[src/rtl/mxu_pkg.sv]
// ============================================================================
// mxu_pkg : shared MXU widths, latencies and weight-loader state encoding
// Rev 1.0
// ============================================================================
`default_nettype none

package mxu_pkg;

  localparam int MXU_DATA_W = 8;
  localparam int MXU_PSUM_W = 24;
  localparam int MXU_Y_W    = 8;
  localparam int MXU_PE_LAT = 3;

  typedef logic [1:0] wl_state_t;

  localparam wl_state_t WL_IDLE  = 2'd0;
  localparam wl_state_t WL_ISSUE = 2'd1;
  localparam wl_state_t WL_DRAIN = 2'd2;
  localparam wl_state_t WL_DONE  = 2'd3;

endpackage

`default_nettype wire

[src/rtl/mxu_weight_loader.sv]
// ============================================================================
// mxu_weight_loader : streams ROWS weights into one MXU column preload chain,
// waits for the chain to drain, then pulses done. MXU_WL_CHECKSUM_EN adds
// the weight_sum output. Rev 1.0
// ============================================================================
`default_nettype none

module mxu_weight_loader
  import mxu_pkg::*;
#(
  parameter int ROWS      = 4,
  parameter int PE_LAT    = MXU_PE_LAT,
  parameter int DRAIN_CYC = ROWS * PE_LAT
) (
  input  logic                  clk,
  input  logic                  rst_n,
  input  logic                  start,
  output logic                  busy,
  output logic                  done,
  input  logic                  w_valid,
  output logic                  w_ready,
  input  logic [MXU_DATA_W-1:0] w_data,
  output logic                  load_phase,
  output logic [MXU_Y_W-1:0]    load_weight_target_y,
  output logic [MXU_DATA_W-1:0] load_weight
`ifdef MXU_WL_CHECKSUM_EN
  ,
  output logic [15:0]           weight_sum
`endif
);

  localparam int CNT_W = (DRAIN_CYC > 1) ? $clog2(DRAIN_CYC + 1) : 1;
  localparam logic [CNT_W-1:0]   DRAIN_LOAD = CNT_W'(DRAIN_CYC);
  localparam logic [MXU_Y_W-1:0] IDX_LAST   = MXU_Y_W'(ROWS - 1);

  wl_state_t               state_q, state_d;
  logic [MXU_Y_W-1:0]      idx_q, idx_d;
  logic [CNT_W-1:0]        drain_q, drain_d;
  logic                    phase_q, phase_d;
  logic [MXU_Y_W-1:0]      tgt_q, tgt_d;
  logic [MXU_DATA_W-1:0]   wt_q, wt_d;
  logic                    w_hs;

  assign w_ready = (state_q == WL_ISSUE);
  assign busy    = (state_q != WL_IDLE);
  assign done    = (state_q == WL_DONE);
  assign w_hs    = w_ready && w_valid;

  assign load_phase           = phase_q;
  assign load_weight_target_y = tgt_q;
  assign load_weight          = wt_q;

  always_comb begin
    state_d = state_q;
    idx_d   = idx_q;
    drain_d = drain_q;
    phase_d = 1'b0;
    tgt_d   = '0;
    wt_d    = '0;
    case (state_q)
      WL_IDLE: begin
        if (start) begin
          state_d = WL_ISSUE;
          idx_d   = '0;
        end
      end
      WL_ISSUE: begin
        if (w_hs) begin
          phase_d = 1'b1;
          tgt_d   = idx_q;
          wt_d    = w_data;
          if (idx_q == IDX_LAST) begin
            drain_d = DRAIN_LOAD;
            state_d = (DRAIN_CYC == 0) ? WL_DONE : WL_DRAIN;
          end else begin
            idx_d = idx_q + MXU_Y_W'(1);
          end
        end
      end
      WL_DRAIN: begin
        // Leave on the cycle the counter reads 1; the <= also guards a stray 0.
        if (drain_q <= CNT_W'(1)) begin
          state_d = WL_DONE;
          drain_d = '0;
        end else begin
          drain_d = drain_q - CNT_W'(1);
        end
      end
      WL_DONE: begin
        state_d = WL_IDLE;
      end
      default: begin
        state_d = WL_IDLE;
      end
    endcase
  end

  always_ff @(posedge clk or negedge rst_n) begin
    if (!rst_n) begin
      state_q <= WL_IDLE;
      idx_q   <= '0;
      drain_q <= '0;
      phase_q <= 1'b0;
      tgt_q   <= '0;
      wt_q    <= '0;
    end else begin
      state_q <= state_d;
      idx_q   <= idx_d;
      drain_q <= drain_d;
      phase_q <= phase_d;
      tgt_q   <= tgt_d;
      wt_q    <= wt_d;
    end
  end

`ifdef MXU_WL_CHECKSUM_EN
  logic [15:0] sum_q, sum_d;

  assign weight_sum = sum_q;

  always_comb begin
    sum_d = sum_q;
    if ((state_q == WL_IDLE) && start) begin
      sum_d = '0;
    end else if (w_hs) begin
      sum_d = sum_q + {8'd0, w_data};
    end
  end

  always_ff @(posedge clk or negedge rst_n) begin
    if (!rst_n) begin
      sum_q <= '0;
    end else begin
      sum_q <= sum_d;
    end
  end
`endif

endmodule

`default_nettype wire
[config.mk]
export PLATFORM = sky130hd
export DESIGN_NAME = mxu_weight_loader
export DESIGN_NICKNAME = d
export VERILOG_FILES = /design/src/rtl/mxu_pkg.sv /design/src/rtl/mxu_weight_loader.sv
export SDC_FILE = /design/constraint.sdc
export NUM_CORES = 1
export LEC_CHECK = 0
export ABC_AREA = 1
export CORE_MARGIN = 1.5
export CORE_UTILIZATION = 29
export DETAILED_ROUTE_END_ITERATION = 10
export PLACE_DENSITY = 0.6
export SLEW_MARGIN = 5
export SYNTH_ARGS = -nofsm -noshare
export SYNTH_HDL_FRONTEND = slang
export SYNTH_SLANG_ARGS = --single-unit
[constraint.sdc]
create_clock -name clk -period 1.9 [get_ports clk]
set_input_delay 0.475 -clock clk [delete_from_list [all_inputs] [get_ports clk]]
set_output_delay 0.475 -clock clk [all_outputs]
set_load 0.01 [all_outputs]
* After elaboration in Yosys (flattened, before gate mapping)
Cells that the tools add are included.
** Storage, ports and cells
- Register bits after elaboration :: 31
- Word-level logic and storage cells :: 45
- Output and inout bits :: 20
- Input port bits :: 12
** Cells by class
- Reduce and logical (&&, ||, !) cells :: 8
- Magnitude comparators :: 1
- Add/sub/neg operators :: 2
- Mux-type cells :: 19
- Equal/unequal tests :: 9
** Operators by type and width (number)
- $mux 8 :: 7
- $pmux 8 s2 :: 1
- $mux 4 :: 3
- $add 8x1->8 const B :: 1
- $eq 8x2->1 const B :: 1
- $mux 2 :: 4
- $pmux 2 s4 :: 1
- $pmux 4 s2 :: 1
- $reduce_and 4->1 :: 2
- $ne 2x2->1 const B :: 3
- $reduce_bool 2->1 :: 3
- $eq 2x2->1 const B :: 2
- $le 4x1->1 const B :: 1
- $ne 2x1->1 const B :: 2
- $sub 4x1->4 const B :: 1
- $reduce_and 3->1 :: 1
- $eq 2x1->1 const B :: 1
- $logic_not 2->1 :: 1
- $mux 1 :: 2
- $logic_and 1x1->1 :: 1

* Logic depth before layout (Yosys ltp)
Gate-level depths: netlist of the first run.
- Depth after elaboration :: 4
- Depth in mapped cells :: 10

* Worst setup path before layout of the first run
Ideal clock, no wire load.
- Kind :: reg2reg
- Start point :: register state_q[1]
- End point :: register drain_q[2]
- Setup time :: 122 ps
- Cell stages (with the launch flop) :: 8
- Data arrival time :: 1314 ps
- Slack :: 463 ps
- Required time :: 1778 ps
- Period minus slack after synthesis :: 1437 ps
- Cells stage by stage :: dfrtp_1 -> inv_1 -> ha_1 -> nand2_2 -> o21ai_0 -> nand2_2 -> nand2_1 -> o21ai_1
** Between the ends
- Cells in the longest elaborated chain, start to end :: 4
- Elaborated cells on any way between the ends :: 8
- Those cells by class :: 4 x eq/ne; 1 x mux; 3 x reduce/logical
** RTL lines
- from (decl) :: line mxu_weight_loader.sv:36 : wl_state_t state_q, state_d;
- from (signal assigned) :: line mxu_weight_loader.sv:107 : state_q <= state_d;
- $eq 2x1->1 (*) :: line mxu_weight_loader.sv:44 : assign w_ready = (state_q == WL_ISSUE);
- via w_ready :: line mxu_weight_loader.sv:21 : output logic w_ready,
- $logic_and 1x1->1 :: line mxu_weight_loader.sv:47 : assign w_hs = w_ready && w_valid;
- $ne 2x1->1 (no line)
- $reduce_and 3->1 (no line)
- to (signal assigned) :: line mxu_weight_loader.sv:109 : drain_q <= drain_d;
- to (decl) :: line mxu_weight_loader.sv:38 : logic [CNT_W-1:0] drain_q, drain_d;
Mark *: on every way through the listed nets, which the timed path passes. The rest lies on a longest branch.
A chain may end at the register's enable or synchronous reset.

* Worst setup path in the final report of the first run
- Start point :: register state_q[0]
- End point :: output port w_ready
** Between the ends
- Cells in the longest elaborated chain, start to end :: 1
** RTL lines (line)
- $eq 2x1->1 :: mxu_weight_loader.sv:44
- to (decl) :: mxu_weight_loader.sv:21
No other way between the ends.

==> flow_summary.yaml, run 1 <==
run_status:
  status: "finished, final reports clean"
finish:
  layout_common_cells: "nand2_1 (55), dfrtp_1 (31), inv_1 (30), clkdlybuf4s50_1 (28), nor2_1 (26)"
  nNetsFinal: 248
  drive_gt1_share_pct: 11.4
  nFillCells: 561
  area_delta_synth_final_pct: 34.2
  mostFrequentLayoutCell: "nand2_1"
  final_core_util_pct: 39.9
  num_antenna_cells: 0
setup_path:
  startpoint_type: "flip-flop"
  reg2reg_depth: 10
  cp.arrival_ps: 1280
  crit_start: "state_q[0]"
  critPathMaxFanout: 3
  r2r-start: "state_q[0]"
  reg2reg_slack_ps: 330
  crit_type: "reg -> out"
  crit_required_ps: 1420
  r2r_end: "idx_q[2]"
  end_kind: "output pin"
  endpoint: "w_ready"
cts:
  htree_levels: 2
  cts.clk_slew.worst_paths_ps: 60
  insertion_delay_ps: 280
  cts_tree: "built"
  cts_buffers: 5
  cts_buffer_depth: 2
  cts-root-buf: "clkbuf_8"
  cts_sinks: 31
  ctsHoldBuffers: 0
die:
  fp-row-count: 26
  die_h_um: 75.1
  die_width_um: 75.1
  die-area_sq_mm: 0.00564
  core_area_sq_mm: 0.00507
  start_util_pct: 29.7
  io_pins: 32
sta:
  rsz0062_at_grt: "no"
  tns_ps: 0
  worstMarginPinSlew_ps: 382
  fin_crit_sh_pct: 92.4
  drv_slew: 0
  hold_viol: 0
  slew_headroom_pct: 74.5
  finalSetupViolCount: 0
  fmax_ghz: 0.570
  period_needed_ps: 1760
  skew_ps: 5.95
flow_run:
  maxCapViolations: 0
power_and_ir_drop:
  p_int_mw: 1.47
  swShare_pct: 38.6
  switchingPower_uw: 924
  p_leak_nw: 1.04
  irDropWorstVdd_uv: 400
  powerDensity_mw_per_mm2: 1180
  p_clk_share_pct: 21.4
  sequentialPowerShare_pct: 35.7
  p_comb_share_pct: 42.9
synth:
  synth_area_sq_mm: 0.00151
  synth_warnings: 0
  synthDistinctLibCells: 18
  syn-instance-count: 187
  ys_seq_area_share_pct: 51.5
  synth_nets: 206
  syn_area_per_cell_sq_um: 8.06
  ys_seq_elements: 31
global_route:
  antenna_found_initial: 0
  track_usage_pct: 11.4
  grt_pass1_wl_um: 4850
  grt_max_degree: 32
  grt_pass1_vias: 1158
  grt_overflow: 0
placement:
  routabilityCongestion: 0.854
  io_buffer_count: 31
  dp_hpwl_um: 2080
detailed_routing:
  wirelength_um: 2760
  drtIter0Drc: 53
  vias: 1233
  ant_nets: 0
  routed_via_density: 4.12
  drt_pass1_iterations: 4
  post_drt_wl_per_cell_um: 9.21
  drc: 0
min_path:
  hold_path.class: "reg -> reg"
## worst min-delay path by stage
stage | slack, ps | startpoint | cells past startpoint | to
after floorplan | 180 | rst_n | 0 | drain_q[0]
after global placement | 470 | drain_q[1] | 2 | drain_q[1]
after detailed placement | 480 | drain_q[1] | 2 | drain_q[1]
after CTS | 500 | drain_q[1] | 2 | drain_q[1]
after global routing | 550 | drain_q[1] | 2 | drain_q[1]
final | 490 | drain_q[1] | 2 | drain_q[1]
## layout make-up
type	instances	area, sq um	area share (%)
timing repair buffer	36	344	17.0
inverter	34	128	6.31
clock buffer	6	82.6	4.08
sequential	31	776	38.3
clock inverter	1	5.00	0.247
tap	70	87.6	4.33
multi-input combinational	121	601	29.7
## per-stage QoR
| stage | instance area [sq um] | std cells | hold WS (ps) | setup WS (ps) | total power, mW |
|---|---|---|---|---|---|
| final | 2020 | 299 | 495 | 145 | 2.39 |
| after global placement | 1920 | 290 | 474 | 175 | 1.89 |
| after detailed placement | 1920 | 290 | 481 | 130 | 1.91 |
| after floorplan | 1510 | 187 | 179 | 463 | 1.55 |
| after CTS | 2020 | 299 | 497 | 133 | 2.44 |
| after global routing | 2020 | 299 | 553 | 83.4 | 2.63 |
## power groups by stage
stage | Combinational, mW | Sequential, mW | Clock, mW
after floorplan | 0.672 | 0.879 | 0
after global placement | 1.02 | 0.872 | 0
after detailed placement | 1.03 | 0.880 | 0
after CTS | 1.05 | 0.854 | 0.531
after global routing | 1.20 | 0.871 | 0.564
final | 1.03 | 0.854 | 0.512
## worst max-delay path, stage by stage (launching register included)
cell           delay [ps]
dfrtp_1               380
buf_4                 140
ha_1                  200
dlygate4sd2_1         280
## layer usage
metal | routed length (um) | up-vias | global-route usage [%]
met5 | 0 | - | 0
met4 | 53 | 0 | 4.85
met3 | 98 | 7 | 3.21
met2 | 1380 | 21 | 19.6
met1 | 1220 | 567 | 13.3
li1 | - | 638 | -
## flip-flops by register name, summed over array words and instances (netlist names)
name	flops
drain_q	4
state_q	2
load_weight	8
load_weight_target_y	8
load_phase	1
idx_q	8
## kinds of logic (layout without fill, tap and decap cells)
logic type,Yosys count,after routing,synth area share (%)
AND/OR/NAND/NOR,98,98,27.0
flip-flops,31,31,51.5
XOR/XNOR,3,3,1.74
AO/OA/AOI/OAI,13,13,5.31
adder cells (fa/ha/maj),7,7,5.81
buffers and inverters,35,77,8.71
## synthesized netlist by cell type (all sizes together)
cell type  count  area [sq um]
ha             7          87.6
a21oi          3          18.8
nand3          5          25.0
xor2           3          26.3
inv           34           128
buf            1          3.75
nand4          2          12.5
dfrtp         31           776
nor3b          2          15.0
o21ai         10          61.3
nand2         61           244
nor2          28           110
## repair_timing
item	4_1_cts	5_1_grt
setup buffers	2	0
endpoints found under the setup margin	2	0
gates resized for setup	3	0
Power figures use the tool's default switching activity.
==> inputs of run 2 (changes only) <==
Settings changed: SLEW_MARGIN 5 to not set.
==> results of run 2 <==
No change in the layout: final DEF, timing and power equal those of run 1.
